**config.mk**
```make
export PLATFORM = sky130hd
export DESIGN_NAME = cp0_exc_ctrl_flat
export DESIGN_NICKNAME = d
export VERILOG_FILES = /design/src/rtl/cp0_pkg.sv /design/src/rtl/cp0_exc_ctrl_if.sv /design/src/rtl/cp0_irq_pending.sv /design/src/rtl/cp0_exc_ctrl.sv /design/src/flat_wrapper.sv
export SDC_FILE = /design/constraint.sdc
export NUM_CORES = 1
export LEC_CHECK = 0
export CAP_MARGIN = 15
export CORE_ASPECT_RATIO = 0.6
export CORE_MARGIN = 10
export CORE_UTILIZATION = 40
export CTS_CLUSTER_SIZE = 40
export DETAILED_ROUTE_END_ITERATION = 12
export PLACE_DENSITY = 0.92
export SLEW_MARGIN = 20
export SYNTH_ARGS = -nofsm -noshare
export SYNTH_HDL_FRONTEND = slang
export SYNTH_SLANG_ARGS = --single-unit
```
**constraint.sdc**
```tcl
create_clock -name Clk -period 3.65 [get_ports Clk]
set_input_delay 0.73 -clock Clk [delete_from_list [all_inputs] [get_ports Clk]]
set_output_delay 0.73 -clock Clk [all_outputs]
set_load 0.02 [all_outputs]
```
**src/rtl/cp0_pkg.sv**
```systemverilog
// Shared CP0 definitions: register indices, field positions, ExcCodes and FSM states.
package cp0_pkg;

    localparam logic [4:0] CP0_STATUS = 5'd12;
    localparam logic [4:0] CP0_CAUSE  = 5'd13;
    localparam logic [4:0] CP0_EPC    = 5'd14;

    localparam int IE_BIT   = 0;
    localparam int EXL_BIT  = 1;
    localparam int IRQ_BASE = 8;
    localparam int EXC_LSB  = 2;

    localparam logic [4:0] EXC_INT  = 5'd0;
    localparam logic [4:0] EXC_ADEL = 5'd4;
    localparam logic [4:0] EXC_ADES = 5'd5;
    localparam logic [4:0] EXC_SYS  = 5'd8;
    localparam logic [4:0] EXC_OV   = 5'd12;

    typedef enum logic [1:0] {
        ST_IDLE   = 2'd0,
        ST_VECTOR = 2'd1,
        ST_RETURN = 2'd2
    } cp0_state_t;

endpackage

```
**src/rtl/cp0_exc_ctrl_if.sv**
```systemverilog
// Control-unit <-> CP0 signal bundle; master is the control unit, slave is CP0.
interface cp0_exc_ctrl_if #(
    parameter int DATA_W = 32,
    parameter int N_IRQ  = 6
);
    logic [DATA_W-1:0] pc_i;
    logic              exc_req_i;
    logic [4:0]        exc_code_i;
    logic [N_IRQ-1:0]  irq_i;
    logic              eret_i;
    logic              mtc0_i;
    logic [4:0]        cp0_addr_i;
    logic [DATA_W-1:0] wdata_i;
    logic [DATA_W-1:0] rdata_o;
    logic [DATA_W-1:0] epc_o;
    logic [DATA_W-1:0] status_o;
    logic [DATA_W-1:0] cause_o;
    logic              redirect_o;
    logic [DATA_W-1:0] redirect_pc_o;
    logic              busy_o;

    modport master (
        output pc_i, exc_req_i, exc_code_i, irq_i, eret_i, mtc0_i, cp0_addr_i, wdata_i,
        input  rdata_o, epc_o, status_o, cause_o, redirect_o, redirect_pc_o, busy_o
    );

    modport slave (
        input  pc_i, exc_req_i, exc_code_i, irq_i, eret_i, mtc0_i, cp0_addr_i, wdata_i,
        output rdata_o, epc_o, status_o, cause_o, redirect_o, redirect_pc_o, busy_o
    );
endinterface

```
**src/rtl/cp0_irq_pending.sv**
```systemverilog
// Samples the interrupt lines into IP every cycle and reduces them against IM/IE/EXL.
module cp0_irq_pending #(
    parameter int N_IRQ = 6
) (
    input  logic             clk,
    input  logic             reset,
    input  logic [N_IRQ-1:0] irq,
    input  logic             ie,
    input  logic             exl,
    input  logic [N_IRQ-1:0] im,
    output logic [N_IRQ-1:0] ip,
    output logic             pending
);

    always_ff @(posedge clk) begin
        if (!reset) begin
            ip <= '0;
        end else begin
            ip <= irq;
        end
    end

    assign pending = ie && !exl && (|(ip & im));

endmodule

```
**src/rtl/cp0_exc_ctrl.sv**
```systemverilog
// CP0 exception controller: Status/Cause/EPC storage, mtc0/mfc0 access, and the
// IDLE/VECTOR/RETURN sequencer that stalls the control unit and redirects the PC.
module cp0_exc_ctrl
    import cp0_pkg::*;
#(
    parameter int          DATA_W     = 32,
    parameter int          N_IRQ      = 6,
    parameter logic [31:0] EXC_VECTOR = 32'h8000_0180
) (
    input logic         Clk,
    input logic         Reset,
    cp0_exc_ctrl_if.slave bus
);

    localparam logic [DATA_W-1:0] VEC = DATA_W'(EXC_VECTOR);
    localparam logic [DATA_W-1:0] STATUS_MASK =
        {{(DATA_W-IRQ_BASE-N_IRQ){1'b0}}, {N_IRQ{1'b1}}, 6'b0, 2'b11};

    cp0_state_t        state;
    logic [DATA_W-1:0] status_q;
    logic [DATA_W-1:0] epc_q;
    logic [4:0]        exc_code_q;
    logic              redirect_q;
    logic              busy_q;
    logic              ret_sel_q;

    logic              ie;
    logic              exl;
    logic [N_IRQ-1:0]  im;
    logic [N_IRQ-1:0]  ip;
    logic              pending;
    logic [DATA_W-1:0] cause;

    assign ie  = status_q[IE_BIT];
    assign exl = status_q[EXL_BIT];
    assign im  = status_q[IRQ_BASE +: N_IRQ];

    cp0_irq_pending #(.N_IRQ(N_IRQ)) u_irq_pending (
        .clk     (Clk),
        .reset   (Reset),
        .irq     (bus.irq_i),
        .ie      (ie),
        .exl     (exl),
        .im      (im),
        .ip      (ip),
        .pending (pending)
    );

    always_comb begin
        cause = '0;
        cause[EXC_LSB +: 5]    = exc_code_q;
        cause[IRQ_BASE +: N_IRQ] = ip;
    end

    // Redirect/busy are registered alongside the state so they are glitch-free;
    // redirect_q is high exactly while the FSM sits in VECTOR or RETURN.
    always_ff @(posedge Clk) begin
        if (!Reset) begin
            state      <= ST_IDLE;
            status_q   <= '0;
            epc_q      <= '0;
            exc_code_q <= '0;
            redirect_q <= 1'b0;
            busy_q     <= 1'b0;
            ret_sel_q  <= 1'b0;
        end else begin
            redirect_q <= 1'b0;
            busy_q     <= 1'b0;
            ret_sel_q  <= 1'b0;
            case (state)
                ST_IDLE: begin
                    if (bus.exc_req_i || pending) begin
                        // A nested exception keeps the original return address.
                        if (!exl) epc_q <= bus.pc_i;
                        exc_code_q        <= bus.exc_req_i ? bus.exc_code_i : EXC_INT;
                        status_q[EXL_BIT] <= 1'b1;
                        state             <= ST_VECTOR;
                        redirect_q        <= 1'b1;
                        busy_q            <= 1'b1;
                    end else if (bus.eret_i) begin
                        status_q[EXL_BIT] <= 1'b0;
                        state             <= ST_RETURN;
                        redirect_q        <= 1'b1;
                        busy_q            <= 1'b1;
                        ret_sel_q         <= 1'b1;
                    end else if (bus.mtc0_i) begin
                        if (bus.cp0_addr_i == CP0_STATUS) begin
                            status_q <= bus.wdata_i & STATUS_MASK;
                        end else if (bus.cp0_addr_i == CP0_EPC) begin
                            epc_q <= bus.wdata_i;
                        end
                    end
                end
                default: state <= ST_IDLE;
            endcase
        end
    end

    always_comb begin
        case (bus.cp0_addr_i)
            CP0_STATUS: bus.rdata_o = status_q;
            CP0_CAUSE:  bus.rdata_o = cause;
            CP0_EPC:    bus.rdata_o = epc_q;
            default:    bus.rdata_o = '0;
        endcase
    end

    assign bus.epc_o         = epc_q;
    assign bus.status_o      = status_q;
    assign bus.cause_o       = cause;
    assign bus.redirect_o    = redirect_q;
    assign bus.busy_o        = busy_q;
    assign bus.redirect_pc_o = ret_sel_q ? epc_q : VEC;

endmodule
```
**src/flat_wrapper.sv**
```systemverilog
// flat-port wrapper written by rule: the top's interface ports become plain ports
module cp0_exc_ctrl_flat import cp0_pkg::*;
#(
    parameter int          DATA_W     = 32,
    parameter int          N_IRQ      = 6,
    parameter logic [31:0] EXC_VECTOR = 32'h8000_0180
)
  (Clk, Reset, bus_pc_i, bus_exc_req_i, bus_exc_code_i, bus_irq_i, bus_eret_i, bus_mtc0_i, bus_cp0_addr_i, bus_wdata_i, bus_rdata_o, bus_epc_o, bus_status_o, bus_cause_o, bus_redirect_o, bus_redirect_pc_o, bus_busy_o);
  cp0_exc_ctrl_if #(.DATA_W(DATA_W), .N_IRQ(N_IRQ)) bus_i ();
  input logic Clk;
  input logic Reset;
  input wire logic [$bits(bus_i.pc_i)-1:0] bus_pc_i;
  input wire logic [$bits(bus_i.exc_req_i)-1:0] bus_exc_req_i;
  input wire logic [$bits(bus_i.exc_code_i)-1:0] bus_exc_code_i;
  input wire logic [$bits(bus_i.irq_i)-1:0] bus_irq_i;
  input wire logic [$bits(bus_i.eret_i)-1:0] bus_eret_i;
  input wire logic [$bits(bus_i.mtc0_i)-1:0] bus_mtc0_i;
  input wire logic [$bits(bus_i.cp0_addr_i)-1:0] bus_cp0_addr_i;
  input wire logic [$bits(bus_i.wdata_i)-1:0] bus_wdata_i;
  output wire logic [$bits(bus_i.rdata_o)-1:0] bus_rdata_o;
  output wire logic [$bits(bus_i.epc_o)-1:0] bus_epc_o;
  output wire logic [$bits(bus_i.status_o)-1:0] bus_status_o;
  output wire logic [$bits(bus_i.cause_o)-1:0] bus_cause_o;
  output wire logic [$bits(bus_i.redirect_o)-1:0] bus_redirect_o;
  output wire logic [$bits(bus_i.redirect_pc_o)-1:0] bus_redirect_pc_o;
  output wire logic [$bits(bus_i.busy_o)-1:0] bus_busy_o;
  assign bus_i.pc_i = bus_pc_i;
  assign bus_i.exc_req_i = bus_exc_req_i;
  assign bus_i.exc_code_i = bus_exc_code_i;
  assign bus_i.irq_i = bus_irq_i;
  assign bus_i.eret_i = bus_eret_i;
  assign bus_i.mtc0_i = bus_mtc0_i;
  assign bus_i.cp0_addr_i = bus_cp0_addr_i;
  assign bus_i.wdata_i = bus_wdata_i;
  assign bus_rdata_o = bus_i.rdata_o;
  assign bus_epc_o = bus_i.epc_o;
  assign bus_status_o = bus_i.status_o;
  assign bus_cause_o = bus_i.cause_o;
  assign bus_redirect_o = bus_i.redirect_o;
  assign bus_redirect_pc_o = bus_i.redirect_pc_o;
  assign bus_busy_o = bus_i.busy_o;
  cp0_exc_ctrl #(.DATA_W(DATA_W), .N_IRQ(N_IRQ), .EXC_VECTOR(EXC_VECTOR)) u_core (.Clk(Clk), .Reset(Reset), .bus(bus_i));
endmodule
```
; Word-level counts from Yosys, hierarchy flattened
; Index checks and enable logic that the tools add are counted.
[word_totals]
ff_bits = 55
inputBits = 85
output_inout_bits = 162
wordCells = 54
[classes]
n_eq_ne = 6
muxes = 17
bitwise = 5
n_reduce_logical = 17
[op_table]
columns = op, n
row1 = two-way mux 32 bit, 7
row2 = case mux 32 bit (3 select lines), 1
row3 = == test 5 x 4 -> 1 bit (second input constant), 3
row4 = AND 6 bit, 1
row5 = two-way mux 1 bit, 6
row6 = AND reduction 6 bit, 1
row7 = nonzero test 2 bit, 3
row8 = nonzero test 3 bit, 2
row9 = OR reduction 6 bit, 1
row10 = two-way mux 5 bit, 1
row11 = AND reduction 5 bit, 1
row12 = two-way mux 2 bit, 2
row13 = != test 2 x 1 -> 1 bit (second input constant), 2
row14 = inverter 1 bit, 4
row15 = AND reduction 2 bit, 2
row16 = AND reduction 3 bit, 1
row17 = OR reduction 3 bit, 1
row18 = logical AND 1 bit, 2
row19 = zero test 2 bit, 1
row20 = != test 2 bit (second input constant), 1
row21 = zero test 1 bit, 1
row22 = logical OR 1 bit, 1

; Logic depth before layout (Yosys ltp)
[logic_depth]
depth_word = 6
ltp_mapped = 7

; Hierarchy
; From an unflattened synthesis, not the netlist that was laid out.
[hier_totals]
cells_unflattened = 367
area_unflattened_um2 = 3171.8
[modules_own_cells]
columns = module, n_inst, cells_each, area_per_inst_um2
row1 = cp0_exc_ctrl, 1, 350, 2979.1
row2 = cp0_irq_pending, 1, 17, 192.7

; Least setup slack after synthesis
; OpenSTA, ideal clock, no wires.
[synth_path]
path_kind = input to output
startpoint = input bus_cp0_addr_i[0]
endpoint = output bus_rdata_o[21]
arrival_ns = 1.776
required_time_ns = 2.920
setup_slack_ns = 1.144
path_stages = 4
n_path_buf = 2
path_cell_list = and4bb_2 > clkbuf_1 > clkbuf_1 > and3_1
[synth_between]
elab_chain_cells = 2
word_cells_on_any_way = 4
[synth_rtl]
columns = item, line
row1 = start: declaration, flat_wrapper.sv:18  ; input wire logic [$bits(bus_i.cp0_addr_i)-1:0] bus_cp0_addr_i;
row2 = == test 5 x 4 -> 1 bit, cp0_exc_ctrl.sv:100  ; case (bus.cp0_addr_i)
row3 = case mux 32 bit (3 select lines) (*), cp0_exc_ctrl.sv:100
row4 = end: declaration, flat_wrapper.sv:20  ; output wire logic [$bits(bus_i.rdata_o)-1:0] bus_rdata_o;
; Every way passes the cells marked *; elsewhere a longest branch is shown, timed or not.

; Worst setup path in the final report
[layout_path]
startpoint = input bus_cp0_addr_i[4]
endpoint = output bus_rdata_o[25]
; Same word-level chain as after synthesis.

==> results.py <==
metrics = {
    "critical_path": {
        "r2r_cells": 5,
        "cp-startpoint": "bus_cp0_addr_i[4]",
        "worstReg2RegStart": "u_core.bus.status_o[10]",
        "crit_type": "primary input to output port",
        "rr_endpoint": "u_core.bus.epc_o[6]",
        "crit_path_end": "bus_rdata_o[25]",
        "r2r_slack_ns": 1.30,
        "crit_arrival_ns": 2.65,
        "critPathLaunchType": "primary input",
        "cp-end-kind": "output port",
        "required_time_of_the_critical_path_ns": 2.92,
        "crit_path_max_fo": 20,
    },
    "drt": {
        "routed_wire_length_per_instance_um": 21.2,
        "dr_total_vias": 4358,
        "drt_first_iter_violations": 312,
        "vias_per_cell": 5.53,
        "ant_nets": 0,
        "drtPass1Iterations": 5,
        "drt-total-wl_mm": 16.7,
        "route.detailed.drc": 0,
    },
    "synth": {
        "synth.most_common_cell": "sky130_fd_sc_hd__nor3_1",
        "postSynth.topFlopCell": "sky130_fd_sc_hd__dfxtp_1",
        "post-synth-top-area-cell": "sky130_fd_sc_hd__dfxtp_1",
        "async_reset_ff_share_pct": 0,
        "yosys.cell_types.count": 39,
        "yosys-top-cells-area": "sky130_fd_sc_hd__dfxtp_1 (29%), sky130_fd_sc_hd__buf_4 (9.8%), sky130_fd_sc_hd__nor3_1 (8.8%)",
        "syn_avg_cell_area_sq_um": 7.92,
        "post_synth_instance_area_sq_um": 3820,
        "synth-seq-cells": 55,
        "ys_warn_count": 0,
        "synth_edf_count": 0,
        "synth_cells": 482,
        "register_area_share_after_synthesis_pct": 28.8,
        "yosysTopAreaCellShare_pct": 28.8,
        "synth_top_cells_by_count": "sky130_fd_sc_hd__nor3_1 (67), sky130_fd_sc_hd__dfxtp_1 (55), sky130_fd_sc_hd__buf_4 (50), sky130_fd_sc_hd__and2_1 (35), sky130_fd_sc_hd__clkbuf_1 (34)",
    },
    "sta": {
        "fin_crit_sh_pct": 92.5,
        "setup_total_negative_slack_ns": 0,
        "finClkSkew_ns": 0.00495,
        "setup_slack_ns": 0.272,
        "period_needed_ns": 3.38,
        "setup-violations-final": 0,
        "rsz0062_at_grt": "no",
        "hold_viol": 0,
        "timing_max_transition_violations_final": 0,
        "worst-slew-pin-transition_ns": 0.965,
        "fmax_mhz": 296,
        "slew-limit-headroom_pct": 35.7,
    },
    "global_route": {
        "antenna_found_initial": 0,
        "first_global_vias": 4365,
        "grt_pass1_wl_mm": 25.4,
        "grt_resource_usage_total_pct": 22.4,
        "pin_count_of_the_biggest_net_entering_global_routing": 52,
        "grt_remaining_overflow": 0,
    },
    "cts": {
        "cts_made_buffers": 5,
        "clock_tree.htree_level_count": 2,
        "tritoncts_num_sinks": 55,
        "clock_tree.buffer_depth": 2,
        "cts_repair_resize_count": 0,
        "cts_setup_buffers": 0,
        "cts.reportedPaths.clkPinSlew_ns": 0.07,
        "tritoncts_clock_tree": "yes",
        "holdBufCountCts": 0,
        "clock-root-buffer": "sky130_fd_sc_hd__clkbuf_16",
        "clock_insertion_delay_worst_skew_ns": 0.29,
    },
    "run_status": {
        "status": "finished, final reports clean",
    },
    "placement": {
        "portBuffers": 201,
        "finalWeightedCongestion": 0.882,
        "place_worst_setup_slack_ns": 0.284,
        "hpwlAfterDp_mm": 12.7,
    },
    "power_and_ir_drop": {
        "vdd_drop_max_mv": 0.272,
        "p_leak_nw": 2.19,
        "power_per_cell_area_nw_per_um2": 284,
    },
    "hold_path": {
        "hp-class": "flop to flop",
    },
    "die": {
        "start_util_pct": 41.4,
        "die_w_um": 146,
        "die_area_sq_um": 14000,
        "top_level_ports": 247,
        "core_region_area_sq_um": 9220,
        "dieHeight_um": 95.7,
        "std_cell_rows": 27,
    },
    "final_layout": {
        "areaGrowthSynthToFinish_pct": 54.0,
        "insertedDiodeCount": 0,
        "post_route_cells_drive_above_1_share_pct": 9.27,
        "nNetsFinal": 742,
    },
    "flow_run": {
        "drv_cap": 0,
    },
}
power breakdown:
group	switching (mW)	internal [mW]
logic	0.287	0.230
registers	0.0466	0.633
clock network	0.220	0.254
routing by layer:
layer	GRT usage [%]	up-vias	part of all wire [%]
li1	-	2033	-
met1	26.5	2074	40
met2	37.0	242	47
met3	11.0	9	12
met4	3.98	0	0.66
met5	0	-	0
placed cells by master (no fill, tap or decap), types with 6 or more instances in the layout:
master / count
sky130_fd_sc_hd__clkdlybuf4s50_1: 200
sky130_fd_sc_hd__nor3_1: 67
sky130_fd_sc_hd__dfxtp_1: 55
sky130_fd_sc_hd__conb_1: 45
sky130_fd_sc_hd__and2_1: 35
sky130_fd_sc_hd__a21oi_1: 23
sky130_fd_sc_hd__inv_1: 21
sky130_fd_sc_hd__and3_1: 20
sky130_fd_sc_hd__or2_2: 17
sky130_fd_sc_hd__o211ai_1: 17
sky130_fd_sc_hd__buf_4: 17
sky130_fd_sc_hd__o41ai_1: 16
sky130_fd_sc_hd__nor4_1: 15
sky130_fd_sc_hd__nand2_1: 13
sky130_fd_sc_hd__nand4_1: 10
sky130_fd_sc_hd__a2111oi_2: 10
sky130_fd_sc_hd__mux2i_1: 8
sky130_fd_sc_hd__o31ai_1: 7
sky130_fd_sc_hd__a2111oi_0: 7
sky130_fd_sc_hd__nor2_1: 6
sky130_fd_sc_hd__o2bb2ai_1: 6
critical path: stages:
cell and delay (ns):
sky130_fd_sc_hd__clkdlybuf4s50_1 0.44, sky130_fd_sc_hd__and4bb_2 0.62, sky130_fd_sc_hd__and3_1 0.23, sky130_fd_sc_hd__clkdlybuf4s50_1 0.62
state kept, by name, summed over array words and instances, names as in the netlist:
| name | count |
|---|---|
| u_core.exc_code_q | 5 |
| u_core.state | 2 |
| u_core.bus.busy_o | 1 |
| u_core.bus.status_o | 8 |
| u_core.ret_sel_q | 1 |
| u_core.u_irq_pending.ip | 6 |
| u_core.bus.epc_o | 32 |
stage by stage:
stage / area (sq um) / util [%] / power, mW / std cells / hold slack (ns)
floorplan: 3980 / - / 1.00 / 526 / 0.483
global placement: 5740 / 62.2 / 1.19 / 780 / 0.476
detailed placement: 5740 / 62.2 / 1.20 / 780 / 0.498
CTS: 5880 / 63.7 / 1.67 / 788 / 0.508
global route: 5880 / 63.7 / 1.75 / 788 / 0.536
finish: 5880 / 63.7 / 1.67 / 788 / 0.510
worst min-delay path by stage:
stage	start	end	cells past startpoint
after floorplan	u_core.bus.status_o[0]	u_core.bus.status_o[0]	2
after global placement	u_core.exc_code_q[4]	u_core.exc_code_q[4]	2
after detailed placement	u_core.exc_code_q[0]	u_core.exc_code_q[0]	2
after CTS	u_core.exc_code_q[0]	u_core.exc_code_q[0]	2
after global routing	u_core.exc_code_q[0]	u_core.exc_code_q[0]	2
final	u_core.exc_code_q[1]	u_core.exc_code_q[1]	2
area by class of cell:
class                      count  area [sq um]
clock buffer                   6           129
clock inverter                 2          12.5
fill                         784          3340
inverter                      21          78.8
multi-input combinational    356          2260
sequential                    55          1100
tap                          130           163
timing repair buffer         218          2130
kinds of logic after synthesis:
family	Yosys count	share of synthesized area, %
flops	55	28.8
simple gates	196	29.4
mux	8	2.10
other cells	1	0.0982
buf+inv	115	16.6
compound gates	107	23.0
Note: power is estimated with default switching activity, not from simulation.
